**config.mk**
```make
export PLATFORM = sky130hd
export DESIGN_NAME = mem_lsu
export DESIGN_NICKNAME = d
export VERILOG_FILES = /design/src/rtl/mem_lsu.sv
export SDC_FILE = /design/constraint.sdc
export NUM_CORES = 1
export LEC_CHECK = 0
export BUFFER_PORTS_ARGS = -buffer_cell sky130_fd_sc_hd__buf_2
export CORE_ASPECT_RATIO = 1.5
export CORE_MARGIN = 2
export CORE_UTILIZATION = 43
export CTS_CLUSTER_SIZE = 20
export DETAILED_ROUTE_END_ITERATION = 8
export GPL_TIMING_DRIVEN = 1
export HOLD_SLACK_MARGIN = 0.03
export PLACE_DENSITY = 0.77
export SLEW_MARGIN = 15
export SYNTH_ARGS = -nofsm -noshare
export SYNTH_HDL_FRONTEND = slang
export SYNTH_SLANG_ARGS = --single-unit
```
**constraint.sdc**
```tcl
create_clock -name clk -period 1.88 [get_ports clk]
set_clock_uncertainty 0.05 [all_clocks]
set_input_delay 0.094 -clock clk [delete_from_list [all_inputs] [get_ports clk]]
set_output_delay 0.094 -clock clk [all_outputs]
set_load 0.03 [all_outputs]
```
**src/rtl/mem_lsu.sv**
```systemverilog
// Load/store unit: one outstanding access to a variable-latency memory over a
// valid/ready request channel and a valid response channel.
module mem_lsu #(
  parameter int XLEN   = 32,
  parameter int ADDR_W = 32
) (
  input  logic              clk,
  input  logic              rst,
  input  logic              pipe_flush,
  input  logic              ex_mb__valid,
  input  logic              ex_mb__dmem_read,
  input  logic              ex_mb__dmem_write,
  input  logic [1:0]        ex_mb__dmem_width,
  input  logic              ex_mb__dmem_zero_ext,
  input  logic [ADDR_W-1:0] ex_mb__addr,
  input  logic [XLEN-1:0]   ex_mb__wdata,
  output logic              mb_ex__stall,
  output logic              mb_ex__load_misalign,
  output logic              mb_ex__store_misalign,
  output logic [ADDR_W-1:0] mb_ex__trap_addr,
  output logic              mem_req_valid,
  input  logic              mem_req_ready,
  output logic              mem_req_we,
  output logic [ADDR_W-1:0] mem_req_addr,
  output logic [XLEN/8-1:0] mem_req_be,
  output logic [XLEN-1:0]   mem_req_wdata,
  input  logic              mem_rsp_valid,
  input  logic [XLEN-1:0]   mem_rsp_rdata,
  output logic              mb_wb__valid,
  output logic [XLEN-1:0]   mb_wb__rdata
);

  localparam int LANES = XLEN / 8;
  localparam int LB    = $clog2(LANES);

  localparam logic [1:0] S_IDLE  = 2'd0;
  localparam logic [1:0] S_REQ   = 2'd1;
  localparam logic [1:0] S_WAIT  = 2'd2;
  localparam logic [1:0] S_DRAIN = 2'd3;

  function automatic logic [LANES-1:0] byte_en(input logic [1:0] w, input logic [LB-1:0] l);
    case (w)
      2'd0:    byte_en = LANES'(1) << l;
      2'd1:    byte_en = LANES'(3) << l;
      2'd2:    byte_en = LANES'(15) << l;
      default: byte_en = '1;
    endcase
  endfunction

  function automatic logic [XLEN-1:0] load_ext(input logic [XLEN-1:0] raw, input logic [LB-1:0] l,
                                               input logic [1:0] w, input logic zx);
    logic [XLEN-1:0] s;
    s = raw >> {l, 3'b000};
    case (w)
      2'd0:    load_ext = zx ? XLEN'(s[7:0])  : XLEN'($signed(s[7:0]));
      2'd1:    load_ext = zx ? XLEN'(s[15:0]) : XLEN'($signed(s[15:0]));
      2'd2:    load_ext = zx ? XLEN'(s[31:0]) : XLEN'($signed(s[31:0]));
      default: load_ext = s;
    endcase
  endfunction

  logic [1:0]        state_q, state_d;
  logic              we_q, we_d;
  logic [ADDR_W-1:0] addr_q, addr_d;
  logic [LANES-1:0]  be_q, be_d;
  logic [XLEN-1:0]   wdata_q, wdata_d;
  logic [LB-1:0]     lane_q, lane_d;
  logic [1:0]        width_q, width_d;
  logic              zext_q, zext_d;
  logic              wb_valid_q, wb_valid_d;
  logic [XLEN-1:0]   wb_rdata_q, wb_rdata_d;

  logic          misalign, op_present, accept, trap, handshake;
  logic [LB-1:0] lane_in;

  assign lane_in = ex_mb__addr[LB-1:0];

  always_comb begin
    case (ex_mb__dmem_width)
      2'd0:    misalign = 1'b0;
      2'd1:    misalign = ex_mb__addr[0];
      2'd2:    misalign = (ex_mb__addr[1:0] != 2'b00);
      default: misalign = (XLEN == 32) || (ex_mb__addr[2:0] != 3'b000);
    endcase
  end

  assign op_present = (state_q == S_IDLE) && ex_mb__valid && !pipe_flush
                      && (ex_mb__dmem_read || ex_mb__dmem_write);
  assign accept     = op_present && !misalign;
  assign trap       = op_present && misalign;
  assign handshake  = (state_q == S_REQ) && mem_req_ready;

  assign mb_ex__load_misalign  = trap && ex_mb__dmem_read;
  assign mb_ex__store_misalign = trap && !ex_mb__dmem_read;
  assign mb_ex__trap_addr      = ex_mb__addr;
  assign mb_ex__stall          = accept || (state_q != S_IDLE);

  assign mem_req_valid = (state_q == S_REQ);
  assign mem_req_we    = we_q;
  assign mem_req_addr  = addr_q;
  assign mem_req_be    = be_q;
  assign mem_req_wdata = wdata_q;
  assign mb_wb__valid  = wb_valid_q;
  assign mb_wb__rdata  = wb_rdata_q;

  always_comb begin
    state_d    = state_q;
    we_d       = we_q;
    addr_d     = addr_q;
    be_d       = be_q;
    wdata_d    = wdata_q;
    lane_d     = lane_q;
    width_d    = width_q;
    zext_d     = zext_q;
    wb_valid_d = 1'b0;
    wb_rdata_d = wb_rdata_q;
    case (state_q)
      S_IDLE: begin
        if (accept) begin
          state_d = S_REQ;
          we_d    = !ex_mb__dmem_read;
          addr_d  = {ex_mb__addr[ADDR_W-1:LB], {LB{1'b0}}};
          be_d    = byte_en(ex_mb__dmem_width, lane_in);
          wdata_d = ex_mb__wdata << {lane_in, 3'b000};
          lane_d  = lane_in;
          width_d = ex_mb__dmem_width;
          zext_d  = ex_mb__dmem_zero_ext;
        end
      end
      S_REQ: begin
        // A flush on the handshake cycle cannot recall the issued access.
        if (handshake) begin
          if (we_q) begin
            state_d    = S_IDLE;
            wb_valid_d = !pipe_flush;
          end else begin
            state_d = pipe_flush ? S_DRAIN : S_WAIT;
          end
        end else if (pipe_flush) begin
          state_d = S_IDLE;
        end
      end
      S_WAIT: begin
        if (mem_rsp_valid) begin
          state_d = S_IDLE;
          if (!pipe_flush) begin
            wb_valid_d = 1'b1;
            wb_rdata_d = load_ext(mem_rsp_rdata, lane_q, width_q, zext_q);
          end
        end else if (pipe_flush) begin
          state_d = S_DRAIN;
        end
      end
      default: begin
        if (mem_rsp_valid) state_d = S_IDLE;
      end
    endcase
  end

  always_ff @(posedge clk) begin
    if (rst) begin
      state_q    <= S_IDLE;
      we_q       <= 1'b0;
      addr_q     <= '0;
      be_q       <= '0;
      wdata_q    <= '0;
      lane_q     <= '0;
      width_q    <= 2'd0;
      zext_q     <= 1'b0;
      wb_valid_q <= 1'b0;
      wb_rdata_q <= '0;
    end else begin
      state_q    <= state_d;
      we_q       <= we_d;
      addr_q     <= addr_d;
      be_q       <= be_d;
      wdata_q    <= wdata_d;
      lane_q     <= lane_d;
      width_q    <= width_d;
      zext_q     <= zext_d;
      wb_valid_q <= wb_valid_d;
      wb_rdata_q <= wb_rdata_d;
    end
  end

endmodule
```
Yosys cells after proc, flatten, opt, wreduce, memory -nomap -nowiden
Cells that the tools add are included.
Storage, ports and cells
  register bits after elaboration: 107
  bits of input ports: 107
  word-level logic and storage cells: 65
Cells by class
  equal/unequal tests: 8
  shift operators: 5
  multiplexer cells: 19
  bitwise operators: 1
  reduce and logical (&&, ||, !) cells: 22
Operators with widths (number)
  2-to-1 mux 32 bit: 2
  case mux 32 bit (2 select lines): 1
  << shifter 32 x 5 -> 32 bit: 1
  >> shifter 32 x 5 -> 32 bit: 1
  2-to-1 mux 2 bit: 7
  case mux 4 bit (3 select lines): 1
  logical AND 1 bit: 8
  equality test 2 x 1 -> 1 bit (second input constant): 3
  zero test 2 bit: 3
  case mux 2 bit (3 select lines): 1
  2-to-1 mux 1 bit: 5
  equality test 2 bit (second input constant): 2
  AND reduction 4 bit: 1
  nonzero test 2 bit: 2
  nonzero test 4 bit: 1
  << shifter 1 x 2 -> 4 bit (first input constant): 1
  << shifter 2 x 2 -> 4 bit (first input constant): 1
  << shifter 4 x 2 -> 4 bit (first input constant): 1
  zero test 1 bit: 3
  inequality test 3 x 2 -> 1 bit (second input constant): 1
  inequality test 3 bit (second input constant): 1
  case mux 1 bit (3 select lines): 1
  AND reduction 3 bit: 1
  logical OR 1 bit: 2
  other kinds (4): 4

Longest topological paths before layout
Gate-level depths: netlist of the first run.
  word-level depth: 7
  gate-level depth with buffers: 8
  mapped depth without buffers: 6

Worst setup path before layout of the first run
Ideal clock, no wire load.
  path kind: register to output
  start: reg state_q[0]
  end: out mb_ex__store_misalign
  arrival: 2.206 ns
  data required time: 1.736 ns
  setup slack: -0.470 ns
  cell stages (with the launch flop): 7
  path buffers: 2
  cells stage by stage: dfxtp_1 inv_1 ha_1 nand2_1 clkbuf_1 clkbuf_1 nor4b_1
On the way
  cells in the longest elaborated chain, start to end: 6
Ends and longest elaborated chain
  start: declaration: RTL line 62  | logic [1:0] state_q, state_d;
  start signal: assignment: RTL line 173  | state_q <= state_d;
  zero test 2 bit: RTL line 87  | assign op_present = (state_q == S_IDLE) && ex_mb__valid && !pipe_flush
  logical AND 1 bit (2 in series): RTL line 87
  logical AND 1 bit: RTL line 88  | && (ex_mb__dmem_read || ex_mb__dmem_write);
  logical AND 1 bit: RTL line 90  | assign trap = op_present && misalign;
  logical AND 1 bit: RTL line 94  | assign mb_ex__store_misalign = trap && !ex_mb__dmem_read;
  end: declaration: RTL line 19  | output logic mb_ex__store_misalign,
Every way passes these cells.

Worst setup path in the final report of the first run
  start: in mem_rsp_rdata[31]
  end: reg wb_rdata_q[16], in the netlist mb_wb__rdata[16]
On the way
  cells in the longest elaborated chain, start to end: 3
Ends and longest elaborated chain
  start: declaration: RTL line 28  | input logic [XLEN-1:0] mem_rsp_rdata,
  >> shifter 32 x 5 -> 32 bit (*): RTL line 53  | s = raw >> {l, 3'b000};
  2-to-1 mux 32 bit, on equally long branches: RTL line 56, 55
  case mux 32 bit (2 select lines) (*): RTL line 54  | case (w)
  end signal: assignment: RTL line 182  | wb_rdata_q <= wb_rdata_d;
  end: declaration: RTL line 71  | logic [XLEN-1:0] wb_rdata_q, wb_rdata_d;
Every way passes the cells marked *; elsewhere a longest branch is shown, timed or not.
A chain may end at the register's enable or synchronous reset.

==> impl_metrics.toml, run 1 <==
[timing]
max-slew-margin-rel_pct = 50.7
fmax_mhz = 541
finalSetupTns_ns = 0
finalSetupViolations = 0
tightest_slew_ns = 0.738
whs_ns = 0.0435
fin_crit_sh_pct = 98.4
finalHoldViolations = 0
drv_slew = 0
min_period_ns = 1.85

[cts]
cts.sinks = 107
cts_root_buf = "clkbuf_16"
cts_buffers = 9
clk_latency_ns = 0.35
clock_path_buffers = 2
htreeDepth = 3
clk_pin_slew_ns = 0.08
cts_tree = "yes"

[power_and_ir_drop]
power.internal_w = 0.00399
p_clk_share_pct = 30.1
p_sw_share_pct = 35.0
power_density_nw_per_um2 = 813
vdd_drop_max_uv = 578
p_seq_share_pct = 40.0
p_leak_nw = 3.26
power_w = 0.00614
p_sw_w = 0.00215
p_comb_share_pct = 29.8

[global_route]
first_global_vias = 5640
grt_pass1_wl_mm = 28.1
grt_overflow = 0
grt_max_degree = 50
grt_usage_pct = 26.4
antenna_found_initial = 0

[place]
port-buffer-count = 242
dp_hpwl_mm = 12.4
post-place-cells = 994
post_dp_cell_area_um2 = 6640
routabilityCongestion = 0.807

[logic_synthesis]
dominantRegCellSynth = "dfxtp_1"
netlist.area_leader.share_pct = 39.6
syn_area_um2 = 5410
synth.avg_cell_area_um2 = 8.22
synth_cells = 658
yosysSeqAreaShare_pct = 39.6
ys_async_sr_fraction_pct = 0
yosysWarnings = 0
synth.ff_latch_count = 107
yosysTopAreaCell = "dfxtp_1"
synthTopCellsByArea = "dfxtp_1, a21oi_1, mux2i_1, o21ai_0, buf_4"
synth_edf_count = 0
synthDistinctLibCells = 40

[route]
wl_per_cell_um = 17.2
ant_nets = 0
dr.first_iter.drc_count = 360
drtPass1Iterations = 5
drc = 0
via_per_inst = 5.56
via_count = 5932
wirelength_mm = 18.4

[hold_path]
hold_start = "ex_mb__wdata[13]"
min_path_cells = 3
min_path_type = "primary input to flip-flop"

[floorplan]
die_w_um = 95.6
core_area_um2 = 12400
die_h_um = 141
pin_count = 245
rows = 50
start_util_pct = 43.7
dieArea_um2 = 13500

[setup_path]
worstPathMaxFanout = 8
crit_path_start_kind = "primary input"
worst_ep_required_time_ns = 2.04
path_class = "primary input to flip-flop"
r2r-start = "lane_q[0]"
crit_path_end_kind = "flip-flop"
cp.arrival_ns = 2.01
worst-r2r-cell-count = 6
crit_start = "mem_rsp_rdata[31]"

[finish]
fin_nets = 1019
final_common_cell = "buf_2"
drive_gt1_share_pct = 36.0
fin_cells = 1066
fin_area_um2 = 7560
layout_common_cells = "buf_2, dfxtp_1, a21oi_1"
n_antenna_cell = 0
syn2layout_area_growth_pct = 39.7

[run]
drv_cap = 0

[run_status]
status = "finished, final reports clean"
==> path summary, 6_finish.rpt <==
| path | end | slack (ns) |
|---|---|---|
| setup / recovery | mb_wb__rdata[16] | 0.03 |
| hold / removal | mem_req_wdata[21] | 0.04 |
| setup reg to reg | mb_wb__rdata[16] | 0.06 |
| hold reg to reg | mb_wb__rdata[7] | 0.41 |
==> cell families (layout without fill, tap and decap cells) <==
logic type               after synthesis  count (layout)  share of synthesized area [%]
flip-flops                           107             107                           39.6
multiplexers                          50              50                           9.85
AND/OR/NAND/NOR                      171             172                           15.2
other                                  1               2                         0.0693
adder cells (fa/ha/maj)                7               7                           1.62
AO/OA/AOI/OAI                        219             219                           23.8
buffers and inverters                103             353                           9.88
==> worst max-delay path: stages <==
cell	delay, ns
dlygate4sd3_1	0.53
buf_2	0.15
mux4_2	0.51
and2_4	0.17
a311oi_4	0.20
buf_6	0.16
buf_12	0.12
a211oi_1	0.07
==> Yosys cell counts (4+ instances only) <==
master and n:
a21oi_1 101, o2bb2ai_1 8, buf_4 34, nor3_1 12, dfxtp_1 107, o2111ai_1 9, a211oi_1 26, inv_1 8
nand3_1 35, o211ai_1 8, nand2_1 44, nor4_1 4, o21ai_0 60, ha_1 7, mux2_2 16, nand4_1 8
nor2_1 41, buf_2 4, buf_1 6, or4_1 8, nand2b_1 5, mux2i_1 33, clkbuf_1 49, nor2b_1 4
==> flip-flops by register name, summed over array words and instances, names as in the netlist <==
register       count
lane_q             2
mb_wb__rdata      32
mb_wb__valid       1
mem_req_addr      30
mem_req_be         4
mem_req_wdata     32
mem_req_we         1
state_q            2
width_q            2
zext_q             1
==> power groups by stage <==
stage | Combinational (W) | Sequential [W] | Clock [W]
after floorplan | 0.000914 | 0.00268 | 0
after CTS | 0.00178 | 0.00246 | 0.00187
after global routing | 0.00197 | 0.00247 | 0.00199
final | 0.00183 | 0.00246 | 0.00185
after detailed placement | 0.00163 | 0.00251 | 0
after global placement | 0.00161 | 0.00250 | 0
==> stage by stage <==
stage,util (%),worst slack (ns)
after floorplan,-,-0.0703
after global placement,53.6,0.0921
after detailed placement,53.6,0.0136
after CTS,60.3,0.00390
after global routing,61.0,-0.00990
final,61.0,0.0303
==> routing by layer <==
layer	GRT usage, %	routed length [um]	up-vias
met5	0	0	-
met3	5.58	1180	53
li1	-	-	2834
met2	45.3	9570	272
met1	30.1	6790	2773
met4	14.0	807	0
==> cell type report <==
cell class	count	area (um2)
Fill cell	1123	4830
Multi-Input combinational cell	450	2800
Sequential cell	107	2140
Timing Repair Buffer	329	2110
Clock buffer	9	225
Tap cell	156	195
Clock inverter	7	58.8
Inverter	8	30.0
==> timing repair <==
action | CTS | global route
buffers inserted | 0 | 3
setup endpoints to repair | 2 | 45
endpoints found under the hold margin | 51 | 0
pin swaps | 0 | 3
cloned | 1 | 1
hold buffers | 51 | 0
gates resized for setup | 6 | 13
Power figures use the tool's default switching activity.
==> inputs of run 2 (changes only) <==
- MAX_ROUTING_LAYER: not set -> met4
==> impl_metrics.toml, run 2 (synthesis gave the netlist of run 1 again) <==
[run_status]
status = "finished, final reports clean"

[hold_path]
min_path_type = "primary input to flip-flop"
min_path_cells = 3

[power_and_ir_drop]
p_sw_share_pct = 34.9
p_leak_nw = 3.26
p_comb_share_pct = 29.9
p_sw_w = 0.00213
power_density_nw_per_um2 = 811
power.internal_w = 0.00399
p_seq_share_pct = 40.2
p_clk_share_pct = 29.9
vdd_drop_max_uv = 576

[finish]
syn2layout_area_growth_pct = 39.6
drive_gt1_share_pct = 36.0
n_antenna_cell = 0
fin_area_um2 = 7550
fin_nets = 1018
final_common_cell = "buf_2"
fin_cells = 1065
nFillCells = 1123
layout_common_cells = "buf_2, dfxtp_1, a21oi_1"

[cts]
htreeDepth = 3
cts_tree = "yes"
cts_buffers = 9
clk_pin_slew_ns = 0.08
cts.sinks = 107
clock_path_buffers = 2
cts_root_buf = "clkbuf_16"
clk_latency_ns = 0.34

[floorplan]
pin_count = 245
core_area_um2 = 12400
start_util_pct = 43.7
die_h_um = 141
die_w_um = 95.6
rows = 50
dieArea_um2 = 13500

[route]
wl_per_cell_um = 17.2
via_per_inst = 5.57
via_count = 5931
drtPass1Iterations = 5
ant_nets = 0
wirelength_mm = 18.4
drc = 0
dr.first_iter.drc_count = 350

[timing]
tightest_slew_ns = 0.743
drv_slew = 0
max-slew-margin-rel_pct = 50.4
finalSetupViolations = 0
fmax_mhz = 540
fin_crit_sh_pct = 98.6
finalHoldViolations = 0
min_period_ns = 1.85

[place]
port-buffer-count = 242
dp_hpwl_mm = 12.4
post_dp_cell_area_um2 = 6640
post-place-cells = 994
routabilityCongestion = 0.819

[setup_path]
worstPathMaxFanout = 8
worst-r2r-cell-count = 6
path_class = "primary input to flip-flop"
worst_ep_required_time_ns = 2.04
crit_path_start_kind = "primary input"
cp.arrival_ns = 2.01
crit_path_end_kind = "flip-flop"

[run]
drv_cap = 0

[global_route]
grt_usage_pct = 27.0
grt_pass1_wl_mm = 28.0
grt_max_degree = 50
grt_overflow = 0
antenna_found_initial = 0
first_global_vias = 5665
-- run 2: changes by cell type in the layout (fill, tap and decap cells not counted) --
| cell | delta |
|---|---|
| buf_4 | -1 |
-- run 2: power groups by stage --
| stage | Combinational (W) | Sequential (W) | Clock [W] |
|---|---|---|---|
| after floorplan | 0.000914 | 0.00268 | 0 |
| after global placement | 0.00161 | 0.00250 | 0 |
| after detailed placement | 0.00163 | 0.00251 | 0 |
| after CTS | 0.00178 | 0.00246 | 0.00187 |
| after global routing | 0.00196 | 0.00247 | 0.00198 |
| final | 0.00183 | 0.00246 | 0.00183 |
-- run 2: metal layers --
metal,wire [um],vias to the layer above,global-route usage [%]
met5,0,-,-
met4,828,0,14.8
met3,1080,53,4.04
met2,9550,267,45.3
met1,6900,2777,30.2
li1,-,2834,-
-- run 2: critical path, stage by stage --
cell	delay (ns)
dlygate4sd3_1	0.53
buf_2	0.15
mux4_2	0.51
and2_4	0.17
a311oi_4	0.20
buf_6	0.16
buf_12	0.12
a211oi_1	0.07
-- run 2: what timing repair did --
action / in CTS / in global routing
pin swaps: 0 / 2
hold buffers: 51 / 0
gates cloned: 1 / 1
setup endpoints to repair: 2 / 45
gates resized for setup: 6 / 13
buffers inserted: 0 / 2
hold endpoints to repair: 51 / 0
-- run 2: final timing paths --
| path | slack, ns | from | to |
|---|---|---|---|
| hold reg to reg | 0.41 | mb_wb__rdata[7] | mb_wb__rdata[7] |
| hold / removal | 0.05 | ex_mb__wdata[13] | mem_req_wdata[21] |
| setup reg to reg | 0.06 | lane_q[0] | mb_wb__rdata[16] |
| setup / recovery | 0.03 | mem_rsp_rdata[31] | mb_wb__rdata[16] |
-- run 2: stage by stage --
stage	hold slack [ns]	setup slack [ns]	util, %	setup TNS [ns]	total power (W)
floorplan	0.141	-0.0703	-	-0.0703	0.00359
CTS	0.0328	0.00390	60.3	0	0.00611
global route	0.0459	-0.00990	61.0	-0.0145	0.00642
detailed placement	0.296	0.0136	53.6	0	0.00414
global placement	0.291	0.0921	53.6	0	0.00412
finish	0.0450	0.0270	61.0	0	0.00613
-- run 2: cell type report --
class	count	area, um2	area share, %
multi-input cells	450	2800	37.1
flip-flops and latches	107	2140	28.4
repair buffers	328	2100	27.8
clock buffers	9	225	2.98
well taps	156	195	2.58
clock inverters	7	58.8	0.779
inverters	8	30.0	0.398
